<file path="config.mk">
export PLATFORM = sky130hd
export DESIGN_NAME = clint
export DESIGN_NICKNAME = d
export VERILOG_FILES = /design/src/rtl/clint_pkg.sv /design/src/rtl/clint.sv
export SDC_FILE = /design/constraint.sdc
export NUM_CORES = 1
export LEC_CHECK = 0
export ABC_CLOCK_PERIOD_IN_PS = 2900
export BUFFER_PORTS_ARGS = -buffer_cell sky130_fd_sc_hd__buf_4
export CAP_MARGIN = 10
export CORE_MARGIN = 8
export CORE_UTILIZATION = 30
export DETAILED_ROUTE_END_ITERATION = 10
export PLACE_DENSITY = 0.5
export RECOVER_POWER = 25
export SLEW_MARGIN = 5
export SYNTH_ARGS = -nofsm -noshare
export SYNTH_HDL_FRONTEND = slang
export SYNTH_SLANG_ARGS = --single-unit
</file>
<file path="constraint.sdc">
create_clock -name clock -period 2.9 [get_ports clock]
set_clock_uncertainty 0.1 [all_clocks]
set_input_delay 0.58 -clock clock [delete_from_list [all_inputs] [get_ports clock]]
set_output_delay 0.58 -clock clock [all_outputs]
set_load 0.005 [all_outputs]
</file>
<file path="src/rtl/clint_pkg.sv">
// Shared constants and register-state types for the core-local interruptor.
package clint_pkg;

  // Word offsets inside the 64 KiB window (base already stripped by the decoder).
  localparam logic [15:0] clint_msip_off      = 16'h0000;
  localparam logic [15:0] clint_mtimecmp_off  = 16'h4000;
  localparam logic [15:0] clint_mtimecmph_off = 16'h4004;
  localparam logic [15:0] clint_mtime_off     = 16'hBFF8;
  localparam logic [15:0] clint_mtimeh_off    = 16'hBFFC;

  // Architectural state plus the prescaler count, updated together each cycle.
  typedef struct packed {
    logic        msip;
    logic [63:0] mtimecmp;
    logic [63:0] mtime;
    logic [15:0] count;
  } clint_reg_type;

  // mtimecmp starts at all-ones so no timer interrupt fires before software sets it.
  localparam clint_reg_type init_clint_reg = '{
    msip:     1'b0,
    mtimecmp: 64'hFFFF_FFFF_FFFF_FFFF,
    mtime:    64'h0,
    count:    16'h0
  };

endpackage

</file>
<file path="src/rtl/clint.sv">
// Core-local interruptor: msip register, 64-bit mtime with prescaler, mtimecmp
// compare, and a single-cycle-latency bus slave for all of them.
module clint
  import clint_pkg::*;
#(
  parameter int rtc_div = 50
) (
  input  logic        clock,
  input  logic        reset,
  input  logic        clint_valid,
  input  logic        clint_instr,
  input  logic [31:0] clint_addr,
  input  logic [31:0] clint_wdata,
  input  logic [3:0]  clint_wstrb,
  output logic [31:0] clint_rdata,
  output logic        clint_ready,
  output logic        clint_msip,
  output logic        clint_mtip,
  output logic [63:0] clint_mtime
);

  localparam logic [15:0] count_max = 16'(rtc_div - 1);

  clint_reg_type r_reg, r_next;
  logic          ready_reg, ready_next;
  logic [31:0]   rdata_reg, rdata_next;
  logic          mtip_reg, mtip_next;

  logic [31:0]   lane_mask;
  logic [15:0]   offset;
  logic          is_write;
  logic          tick;
  logic          unused_addr;

  // Expand the byte strobes into a 32-bit bit mask, one lane per strobe.
  generate
    for (genvar gi = 0; gi < 4; gi++) begin : g_lane
      assign lane_mask[8*gi +: 8] = {8{clint_wstrb[gi]}};
    end
  endgenerate

  // Only [15:2] select a register; the rest of the address is don't-care.
  assign offset      = {clint_addr[15:2], 2'b00};
  assign unused_addr = ^{clint_addr[31:16], clint_addr[1:0]};

  // Instruction fetches never write, whatever the strobes say.
  assign is_write = (clint_wstrb != 4'b0000) && !clint_instr;
  assign tick     = (r_reg.count == count_max);

  function automatic logic [31:0] merge_word(input logic [31:0] old_word);
    return (old_word & ~lane_mask) | (clint_wdata & lane_mask);
  endfunction

  // Next-state: prescaler tick, timer increment, register writes and read mux.
  always_comb begin
    r_next     = r_reg;
    rdata_next = '0;
    ready_next = clint_valid;
    mtip_next  = (r_reg.mtime >= r_reg.mtimecmp);

    if (tick) begin
      r_next.count = '0;
      r_next.mtime = r_reg.mtime + 64'd1;
    end else begin
      r_next.count = r_reg.count + 16'd1;
    end

    if (clint_valid) begin
      if (is_write) begin
        // A written mtime half overrides the tick; the other half holds its
        // old value and deliberately drops any increment or carry.
        case (offset)
          clint_msip_off:      if (clint_wstrb[0]) r_next.msip = clint_wdata[0];
          clint_mtimecmp_off:  r_next.mtimecmp[31:0]  = merge_word(r_reg.mtimecmp[31:0]);
          clint_mtimecmph_off: r_next.mtimecmp[63:32] = merge_word(r_reg.mtimecmp[63:32]);
          clint_mtime_off:     r_next.mtime = {r_reg.mtime[63:32], merge_word(r_reg.mtime[31:0])};
          clint_mtimeh_off:    r_next.mtime = {merge_word(r_reg.mtime[63:32]), r_reg.mtime[31:0]};
          default: ;
        endcase
      end else begin
        // Reads see the values held before this edge's updates.
        case (offset)
          clint_msip_off:      rdata_next = {31'b0, r_reg.msip};
          clint_mtimecmp_off:  rdata_next = r_reg.mtimecmp[31:0];
          clint_mtimecmph_off: rdata_next = r_reg.mtimecmp[63:32];
          clint_mtime_off:     rdata_next = r_reg.mtime[31:0];
          clint_mtimeh_off:    rdata_next = r_reg.mtime[63:32];
          default:             rdata_next = '0;
        endcase
      end
    end
  end

  // State register; reset also drops any response that was about to be issued.
  always_ff @(posedge clock) begin
    if (reset) begin
      r_reg     <= init_clint_reg;
      ready_reg <= 1'b0;
      rdata_reg <= '0;
      mtip_reg  <= 1'b0;
    end else begin
      r_reg     <= r_next;
      ready_reg <= ready_next;
      rdata_reg <= rdata_next;
      mtip_reg  <= mtip_next;
    end
  end

  assign clint_ready = ready_reg;
  assign clint_rdata = rdata_reg;
  assign clint_msip  = r_reg.msip;
  assign clint_mtip  = mtip_reg;
  assign clint_mtime = r_reg.mtime;

endmodule
</file>
---- Word-level counts from Yosys, hierarchy flattened ----
Index checks and enable logic that the tools add are counted.
word-level totals
  register bits ........................... 179
  input bits .............................. 72
  output and inout bits ................... 99
  logic and storage cells ................. 44
cells by class
  add/subtract/negate cells ............... 2
  magnitude comparators ................... 1
  equality and inequality tests ........... 7
  muxes and demuxes ....................... 5
  bitwise logic cells ..................... 11
  reduce and logical (&&, ||, !) cells .... 9
operators by type and width
  operator                                                count
  two-way mux 64 bit                                      3
  bitwise AND 32 bit                                      5
  one-hot mux 32 bit (5 select lines)                     1
  OR 32 bit                                               4
  one-hot mux 64 bit (2 select lines)                     1
  adder 64 x 1 -> 64 bit (second input constant)          1
  greater-or-equal comparator 64 bit                      1
  inverter 32 bit                                         1
  equality test 14 x 13 -> 1 bit (second input constant)  2
  equality test 14 bit (second input constant)            2
  adder 16 x 1 -> 16 bit (second input constant)          1
  equality test 16 x 6 -> 1 bit (second input constant)   1
  zero test 16 bit                                        1
  inequality test 3 bit (second input constant)           2
  AND reduction 3 bit                                     2
  AND reduction 4 bit                                     1
  nonzero test 4 bit                                      1
  OR reduction 3 bit                                      1
  OR reduction 2 bit                                      1
  logical AND 1 bit                                       1
  zero test 1 bit                                         1
  inverter 1 bit                                          1

---- Depth between registers and ports, before layout ----
Gate-level depths: netlist (run 1).
  depth after elaboration ................. 6
  depth in mapped cells ................... 10
  gate-level depth less buffers ........... 8

---- Worst setup path after synthesis (run 1) ----
Ideal clock, no wire load.
  path kind ............................... input -> register
  start point ............................. input port clint_wstrb[1]
  end point ............................... register r_reg (netlist bit clint_mtime[22])
  library setup time ...................... 0.074 ns
  arrival ................................. 2.253 ns
  data required time ...................... 2.726 ns
  path slack .............................. 0.472 ns
  stages on the path ...................... 8
  path buffers ............................ 2
  cell sequence ........................... buf_6 > nor4_2 > nor3b_2 > buf_2 > a211oi_2 > nand3_1 > or3_1 > a31oi_1
on the way
  cells in the longest elaborated chain, start to end .. 4
  elaborated cells on any way between the ends .. 5
  those cells by class .................... eq/ne: 1; mux: 2; reduce/logical: 2
RTL lines
  item                  RTL line      source
  start, declared       clint.sv:14   input logic [3:0] clint_wstrb,
  nonzero test 4 bit *  clint.sv:47   assign is_write = (clint_wstrb != 4'b0000) && !clint_instr;
  logical AND 1 bit *   clint.sv:47
  two-way mux 64 bit    clint.sv:69   if (is_write) begin
  two-way mux 64 bit    clint.sv:68   if (clint_valid) begin
  end signal, assigned  clint.sv:97   r_reg <= init_clint_reg;
  end signal, assigned  clint.sv:102  r_reg <= r_next;
  end, declared         clint.sv:24   clint_reg_type r_reg, r_next;
Every way passes the cells marked *; elsewhere a longest branch is shown, timed or not.
A chain may end at the register's enable or synchronous reset.

---- Final worst setup path (run 1) ----
  start point ............................. register r_reg (netlist bit clint_mtime[43])
  end point ............................... register r_reg (netlist bit clint_mtime[58])
on the way
  cells in the longest elaborated chain, start to end .. 5
RTL lines
  item                                 RTL line     source
  adder 64 x 1 -> 64 bit *             clint.sv:63  r_next.mtime = r_reg.mtime + 64'd1;
  two-way mux 64 bit *                 clint.sv:61  if (tick) begin
  one-hot mux 64 bit (2 select lines)  clint.sv:72  case (offset)
  two-way mux 64 bit                   clint.sv:69
  two-way mux 64 bit *                 clint.sv:68
Marks and branches as above.

==> impl_metrics.yaml, run 1 <==
final_layout:
  diodes: 0
  fillCellCount: 3758
  drive_gt1_share_pct: 21.09
  finalNetCount: 1610
  mostFrequentLayoutCells: "buf_4, dfxtp_1, nand2_1, nor2_1, inv_1"
  fin_cells: 1952
  final_common_cell: "buf_4"
  syn2layout_area_growth_pct: 21.91
yosys:
  ys_seq_area_share_pct: 32.86
  syn_inst: 1318
  syn_area_um2: 10910
  synth-edff-count: 0
  yosysUniqueCellTypes: 83
  ys_dominant_reg_cell: "dfxtp_1"
  syn_nets: 1457
  synth_warnings: 0
  synth-async-reset-ratio_pct: 0
  ys_ff_latch: 179
  avgSynthCellArea_um2: 8.274
place:
  routabilityCongestion: 0.8868
  io_buffers: 152
  placed_cells: 1919
  dp_hpwl_mm: 31.51
power_and_ir_drop:
  peakVddDrop_mv: 0.3959
  switchingPower_mw: 1.271
  swShare_pct: 25.15
  p_per_area_nw_per_um2: 380.0
  p_comb_share_pct: 5.0
  clockPowerShare_pct: 46.2
  power_frac_seq_pct: 48.8
  p_int_mw: 3.781
  p_leak_nw: 5.685
flow_run:
  maxCapViolations: 0
sta:
  setup_violations: 0
  relSlewSlack_pct: 1.811
  slew_violations: 0
  final.min_clock_period_ns: 2.751
  period_share_pct: 94.87
  fmax_mhz: 363.5
  setup_tns_ns: 0
  fin_hold_ws_ns: 0.2989
  hold_viol_final: 0
  tightest_slew_ns: 1.473
  rsz0062_at_grt: "false"
worst_hold_path:
  min_path_type: "in -> reg"
  hp-start: "clint_wdata[5]"
critical_path:
  path_cells: "clkbuf_1, nand4_1, or3_1, nor3_2, nand4_1, xor2_1, a221oi_1"
  critPathLaunchType: "register"
  critPathMaxStageDelay_ns: 0.52
  r2r_start: "clint_mtime[43]$_SDFFE_PP0P_"
  path_max_fanout: 6
  crit_slowest_cell: "or3_1"
  endpoint_kind: "register"
  path_common_cell: "nand4_1"
  critPathLaunch: "clint_mtime[43]$_SDFFE_PP0P_"
  critical_path_arrival_ns: 2.96
  cp_top_family: "simple AND/OR/NAND/NOR gates"
  critPathKind: "reg -> reg"
  cp_num_buf_inv: 1
  cp_data_required_time_ns: 3.11
drt:
  routed_wl_mm: 41.30
  drt_pass1_iterations: 7
  remaining_drc_errors: 0
  drt-initial-drc-count: 941
  detail-route-antenna-nets: 0
  wl_per_cell_um: 21.16
  num_vias: 10640
  viasPerCell: 5.450
clocking:
  holdBufCountCts: 0
  clk_pin_slew_ns: 0.07
  cts_tree: "built"
  root_buffer: "clkbuf_16"
  cts_buffers: 17
  clk_latency_ns: 0.45
  clkSinkCount: 179
  cts.path.max_buffers: 2
  htreeDepth: 4
  post_cts_buffers: 0
  cts_resized: 3
floorplanning:
  die_x_um: 206.7
  die-height_um: 206.7
  coreArea_um2: 36170
  start_util_pct: 30.15
  num_io_pins: 171
  num_rows: 70
  dieArea_um2: 42710
global_route:
  grt_use_total_pct: 19.26
  grt.overflow.total: 0
  grt_max_degree: 40
  grt_pass1_wl_mm: 63.11
  grt_pass1_vias: 10570
  grt_antenna_before_repair: 0
status:
  status: "complete, no violations"
==> cells by family after synthesis <==
kind of cell	after synthesis	synth area share [%]
flops	179	32.86
compound gates	335	22.42
buf+inv	219	10.46
fa+ha+maj	67	7.687
mux	17	1.675
simple gates	479	23.13
xor+xnor	22	1.767
==> cells in the mapped netlist, drive strengths merged, types with 5 or more instances <==
cell     instances  area share (%)
a2bb2oi          7            0.56
nor2b            7            0.40
a222oi          31             2.8
a21o             5            0.34
and4            12            0.96
mux2             7            0.76
xor2            17             1.4
mux2i           10            0.92
dfxtp          179              33
a21oi           53             2.4
ha              67             7.7
o211ai          70             4.8
nor4            15             1.5
a311oi           7            0.56
and2             9            0.53
clkbuf          51             1.8
a2111oi          5            0.59
nor2           110             3.8
or3             15            0.91
inv             78             2.7
a22o            27             2.2
a31oi           21             1.2
nand3           40             2.1
nand2          141             4.9
nand3b           6            0.41
a221oi           6            0.48
a211oi          29             2.1
xnor2            5            0.40
and3            29             1.7
buf             88             5.9
o21ai           46             2.1
nand4           47             2.8
nor3            27             1.5
==> worst min-delay path: stages <==
cell	delay [ns]
buf_4	0.11
nand2_1	0.05
o211ai_1	0.08
==> power by group through the flow <==
stage / Combinational (mW) / Clock [mW] / Sequential (mW)
detailed placement: 0.249 / 0 / 2.52
global route: 0.267 / 2.48 / 2.46
global placement: 0.248 / 0 / 2.52
finish: 0.252 / 2.34 / 2.46
CTS: 0.249 / 2.39 / 2.46
floorplan: 0.0980 / 0 / 2.52
==> metal layers <==
metal  up-vias  GRT usage, %  share of wire (%)
met5         -             0                  0
met4         0         6.219                2.2
met1      5167         25.29                 46
met3        50         3.761                5.7
li1       5125             -                  -
met2       297         31.40                 46
==> through the flow <==
step	setup WS (ns)	util (%)	instance area (um^2)	power (mW)
floorplan	0.4723	-	10910	2.619
global placement	-0.2491	35.44	12820	2.770
detailed placement	-0.2262	35.44	12820	2.771
CTS	0.002761	37.06	13400	5.102
global route	0.04015	36.76	13300	5.208
finish	0.1489	36.76	13300	5.052
==> layout make-up <==
cell class	count	area, um^2	area share, %
multi-input combinational	920	6233	46.88
sequential	179	3583	26.95
clock buffer	20	456.7	3.435
tap	468	585.6	4.404
clock inverter	12	107.6	0.8093
inverter	79	296.5	2.230
timing repair buffer	274	2032	15.28
==> worst paths after layout <==
kind              slack [ns]  cells after the start                            to
hold reg to reg         0.39                      1           r_reg[0]$_SDFF_PP0_
setup reg to reg        0.15                      7  clint_mtime[58]$_SDFFE_PP0P_
hold / removal          0.30                      3                      register
setup / recovery        0.15                      7  clint_mtime[58]$_SDFFE_PP0P_
Note: power is estimated with default switching activity, not from simulation.
==> run 2: changes to the inputs <==
--- a/config.mk
+++ b/config.mk
@@ -11,8 +11,10 @@
 export CORE_MARGIN = 8
 export CORE_UTILIZATION = 30
 export DETAILED_ROUTE_END_ITERATION = 10
+export MAX_ROUTING_LAYER = met4
 export PLACE_DENSITY = 0.5
 export RECOVER_POWER = 25
+export SKIP_CTS_REPAIR_TIMING = 1
 export SLEW_MARGIN = 5
 export SYNTH_ARGS = -nofsm -noshare
 export SYNTH_HDL_FRONTEND = slang
==> run 2 against run 1 <==
Final cell count unchanged; sequential power about the same; power hardly changed; die area unchanged.
==> impl_metrics.yaml, run 2 (synthesized netlist as in run 1, its figures left out) <==
floorplanning:
  die-height_um: 206.7
  num_io_pins: 171
  start_util_pct: 30.15
  die_x_um: 206.7
  dieArea_um2: 42710
  coreArea_um2: 36170
  num_rows: 70
critical_path:
  critPathLaunchType: "register"
  crit_slowest_cell: "or3_1"
  cp_num_buf_inv: 1
  critical_path_arrival_ns: 2.94
  critPathKind: "reg -> reg"
  cp_top_family: "simple AND/OR/NAND/NOR gates"
  path_common_cell: "nand4_1"
  path_cells: "clkbuf_1, nand4_1, or3_1, nor3_2, nand4_1, xor2_1, a221oi_1"
  cp_data_required_time_ns: 3.10
  path_max_fanout: 6
  endpoint_kind: "register"
  crit_cells: 7
  critPathMaxStageDelay_ns: 0.52
  r2r_cells: 7
sta:
  rsz0062_at_grt: "false"
  hold_viol_final: 0
  relSlewSlack_pct: 2.306
  tightest_slew_ns: 1.465
  period_share_pct: 94.62
  setup_violations: 0
  fmax_mhz: 364.4
  final.min_clock_period_ns: 2.744
  slew_violations: 0
  fin_hold_ws_ns: 0.3004
final_layout:
  syn2layout_area_growth_pct: 21.98
  fillCellCount: 3758
  final_common_cell: "buf_4"
  register_area_um2: 3583
  diodes: 0
  finalNetCount: 1610
  final_util_pct: 36.78
  final_area_um2: 13300
  fin_cells: 1952
  drive_gt1_share_pct: 21.23
  mostFrequentLayoutCells: "buf_4, dfxtp_1, nand2_1, nor2_1, inv_1"
  multi_input_area_um2: 6233
global_route:
  busiest_layer: "met2"
  grt_antenna_before_repair: 0
  use_met1_pct: 25.49
  grt.overflow.total: 0
  grt.met2_usage_pct: 31.46
  grt_pass1_wl_mm: 63.25
  grt_max_degree: 40
  grt.met3_usage_pct: 3.496
  grt_use_total_pct: 19.86
  grt_pass1_vias: 10550
drt:
  remaining_drc_errors: 0
  wl_per_cell_um: 21.16
  drt-initial-drc-count: 856
  num_vias: 10690
  drt_pass1_iterations: 5
  detail-route-antenna-nets: 0
  viasPerCell: 5.477
  routed_wl_mm: 41.31
worst_hold_path:
  whs_path_depth: 3
  min_path_type: "in -> reg"
place:
  placed_cells: 1919
  io_buffers: 152
  routabilityCongestion: 0.9003
  dp_hpwl_mm: 31.51
  dpl_cell_area_um2: 12820
power_and_ir_drop:
  p_leak_nw: 5.693
  peakVddDrop_mv: 0.3919
  p_per_area_nw_per_um2: 379.7
flow_run:
  maxCapViolations: 0
clocking:
  cts_tree: "built"
  cts_buffers: 17
  cts.path.max_buffers: 2
  htreeDepth: 4
  root_buffer: "clkbuf_16"
  clk_latency_ns: 0.45
  clk_pin_slew_ns: 0.07
  clkSinkCount: 179
status:
  status: "complete, no violations"
run 2: cell types whose count changed in the layout (fill, tap and decap cells not counted), sizes merged:
cell / delta
buf: +1
clkbuf: -1
run 2: metal layers:
layer / wire (um) / up-vias
met5: 0 / -
met2: 19200 / 323
li1: - / 5124
met1: 18870 / 5193
met3: 2315 / 52
met4: 920 / 0
run 2: path summary, 6_finish.rpt:
check	startpoint	endpoint	slack (ns)
max	clint_mtime[43]$_SDFFE_PP0P_	clint_mtime[58]$_SDFFE_PP0P_	0.16
min	clint_wdata[5]	register	0.30
max reg2reg	clint_mtime[43]$_SDFFE_PP0P_	clint_mtime[58]$_SDFFE_PP0P_	0.16
min reg2reg	r_reg[0]$_SDFF_PP0_	r_reg[0]$_SDFF_PP0_	0.39
run 2: final cells by class:
class / instances / share of cell area [%]
Tap cell: 468 / 4.402
Clock buffer: 20 / 3.433
Clock inverter: 12 / 0.8089
Multi-Input combinational cell: 920 / 46.86
Inverter: 79 / 2.229
Sequential cell: 179 / 26.94
Timing Repair Buffer: 274 / 15.33
run 2: metrics by stage:
step | total power, mW | setup slack [ns] | TNS [ns]
final | 5.051 | 0.1561 | 0
after global routing | 5.208 | 0.05309 | 0
after CTS | 5.102 | -0.1927 | -0.1927
after detailed placement | 2.771 | -0.2262 | -6.071
after global placement | 2.770 | -0.2491 | -7.365
after floorplan | 2.619 | 0.4723 | 0
run 2: tightest hold or removal path, cell delays in order:
cell and delay [ns]:
buf_4 0.11, nand2_1 0.05, o211ai_1 0.08
run 2: power by group:
| part | internal, mW | switching (mW) | leakage [nW] |
|---|---|---|---|
| Clock | 1.23 | 1.10 | 0.272 |
| Combinational | 0.0913 | 0.161 | 3.98 |
| Sequential | 2.46 | 0.00468 | 1.44 |
| Total | 3.78 | 1.27 | 5.69 |
==> run 3: changes to the inputs <==
--- a/config.mk
+++ b/config.mk
@@ -12,7 +12,7 @@
 export CORE_UTILIZATION = 30
 export DETAILED_ROUTE_END_ITERATION = 10
 export MAX_ROUTING_LAYER = met4
-export PLACE_DENSITY = 0.5
+export PLACE_DENSITY = 0.57
 export RECOVER_POWER = 25
 export SKIP_CTS_REPAIR_TIMING = 1
 export SLEW_MARGIN = 5
==> run 3 against run 2 <==
Power increased by 8.3%; setup slack improved by 0.010 ns; via count grew 0.73%; critical path depth is 2 higher; wire length shrank 2.4%; design area about the same; highest routed layer unchanged.
==> impl_metrics.yaml, run 3 (synthesized netlist as in run 1, its figures left out) <==
status:
  status: "complete, no violations"
worst_hold_path:
  hp-start: "clint_wdata[9]"
  whs_path_depth: 3
  min_path_type: "in -> reg"
final_layout:
  fillCellCount: 3747
  finalNetCount: 1602
  drive_gt1_share_pct: 20.60
  final_util_pct: 36.80
  mostFrequentLayoutCells: "buf_4, dfxtp_1, nand2_1, nor2_1, inv_1"
  diodes: 0
  register_area_um2: 3583
  final_common_cell: "buf_4"
  multi_input_area_um2: 6226
  final_area_um2: 13310
  syn2layout_area_growth_pct: 22.07
power_and_ir_drop:
  p_leak_nw: 5.691
  p_per_area_nw_per_um2: 411.0
  p_total_mw: 5.471
  peakVddDrop_mv: 0.3825
global_route:
  grt.overflow.total: 0
  grt_max_degree: 79
  grt_use_total_pct: 19.27
  grt_antenna_before_repair: 0
  grt_pass1_vias: 10320
  grt_pass1_wl_mm: 61.31
sta:
  hold_viol_final: 0
  setup_violations: 0
  final.min_clock_period_ns: 2.734
  rsz0062_at_grt: "false"
  relSlewSlack_pct: 8.858
  tightest_slew_ns: 1.364
  setup_tns_ns: 0
  fmax_mhz: 365.8
  period_share_pct: 94.26
  fin_hold_ws_ns: 0.2836
  slew_violations: 0
critical_path:
  critPathKind: "in -> reg"
  critical_path_arrival_ns: 3.00
  r2r_cells: 11
  critPathLaunchType: "primary input"
  cp_data_required_time_ns: 3.17
  r2r_slack_ns: 0.24
  path_max_fanout: 16
  endpoint_kind: "register"
  r2r_start: "clint_mtime[0]$_SDFFE_PP0P_"
  r2r-end: "clint_mtip$_SDFF_PP0_"
clocking:
  clk_latency_ns: 0.46
  cts.path.max_buffers: 2
  cts_buffers: 17
  cts_tree: "built"
  htreeDepth: 4
  root_buffer: "clkbuf_16"
  clkSinkCount: 179
  clk_pin_slew_ns: 0.08
drt:
  drt_pass1_iterations: 8
  drt-initial-drc-count: 1100
  viasPerCell: 5.540
  num_vias: 10770
  remaining_drc_errors: 0
  detail-route-antenna-nets: 0
  wl_per_cell_um: 20.74
  routed_wl_mm: 40.33
floorplanning:
  die-height_um: 206.7
  dieArea_um2: 42710
  coreArea_um2: 36170
  die_x_um: 206.7
  start_util_pct: 30.15
  num_io_pins: 171
  num_rows: 70
place:
  io_buffers: 152
  routabilityCongestion: 0.9091
  dpl_cell_area_um2: 12760
  dp_hpwl_mm: 30.31
flow_run:
  maxCapViolations: 0
## run 3: changes by cell type in the layout (fill, tap and decap cells not counted), sizes merged
| cell | change |
|---|---|
| buf | -7 |
| bufinv | +5 |
| clkbuf | -4 |
| clkinv | -4 |
| inv | +4 |
| clkinvlp | -2 |
## run 3: final cells by class
| cell class | count | area share [%] |
|---|---|---|
| inverters | 79 | 2.227 |
| well taps | 468 | 4.398 |
| clock inverters | 15 | 1.880 |
| repair buffers | 266 | 14.61 |
| multi-input cells | 920 | 46.77 |
| flip-flops and latches | 179 | 26.92 |
| clock buffers | 17 | 3.195 |
## run 3: how the worst max path moves through the flow
| stage | endpoint | slack [ns] | cells after the start | startpoint |
|---|---|---|---|---|
| finish | register | 0.17 | 9 | clint_wstrb[3] |
| global route | register | 0.02 | 9 | clint_wstrb[3] |
| CTS | clint_mtip$_SDFF_PP0_ | -0.21 | 11 | clint_mtime[0]$_SDFFE_PP0P_ |
| detailed placement | clint_mtip$_SDFF_PP0_ | -0.19 | 11 | clint_mtime[0]$_SDFFE_PP0P_ |
| global placement | clint_mtip$_SDFF_PP0_ | -0.20 | 11 | clint_mtime[0]$_SDFFE_PP0P_ |
| floorplan | clint_mtime[22]$_SDFFE_PP0P_ | 0.47 | 8 | clint_wstrb[1] |
## run 3: critical path: stages
cell and delay, ns:
buf_4 0.13, nor4_2 0.06, nor3b_1 1.07, buf_4 0.30, nand2_1 0.23, nor2_1 0.22
buf_4 0.24, nand2_1 0.09, o211ai_1 0.09
## run 3: through the flow
step	std cells	setup slack, ns
6_report	1944	0.1665
5_1_grt	1944	0.02087
4_1_cts	1944	-0.2118
3_5_place_dp	1912	-0.1907
3_3_place_gp	1912	-0.1978
2_1_floorplan	1318	0.4723
## run 3: where the power goes
part / internal, mW / switching [mW] / leakage, nW / total (mW)
clock: 1.63 / 1.12 / 0.329 / 2.75
sequential: 2.46 / 0.00484 / 1.44 / 2.46
combinational: 0.0960 / 0.162 / 3.92 / 0.258
## run 3: routing by layer
metal  global-route usage, %  vias to the layer above  share of wire, %
met5                       -                        -                 0
met4                   7.119                        0               2.5
met2                   30.37                      400                47
li1                        -                     5125                 -
met1                   24.42                     5188                44
met3                   3.496                       57               6.9
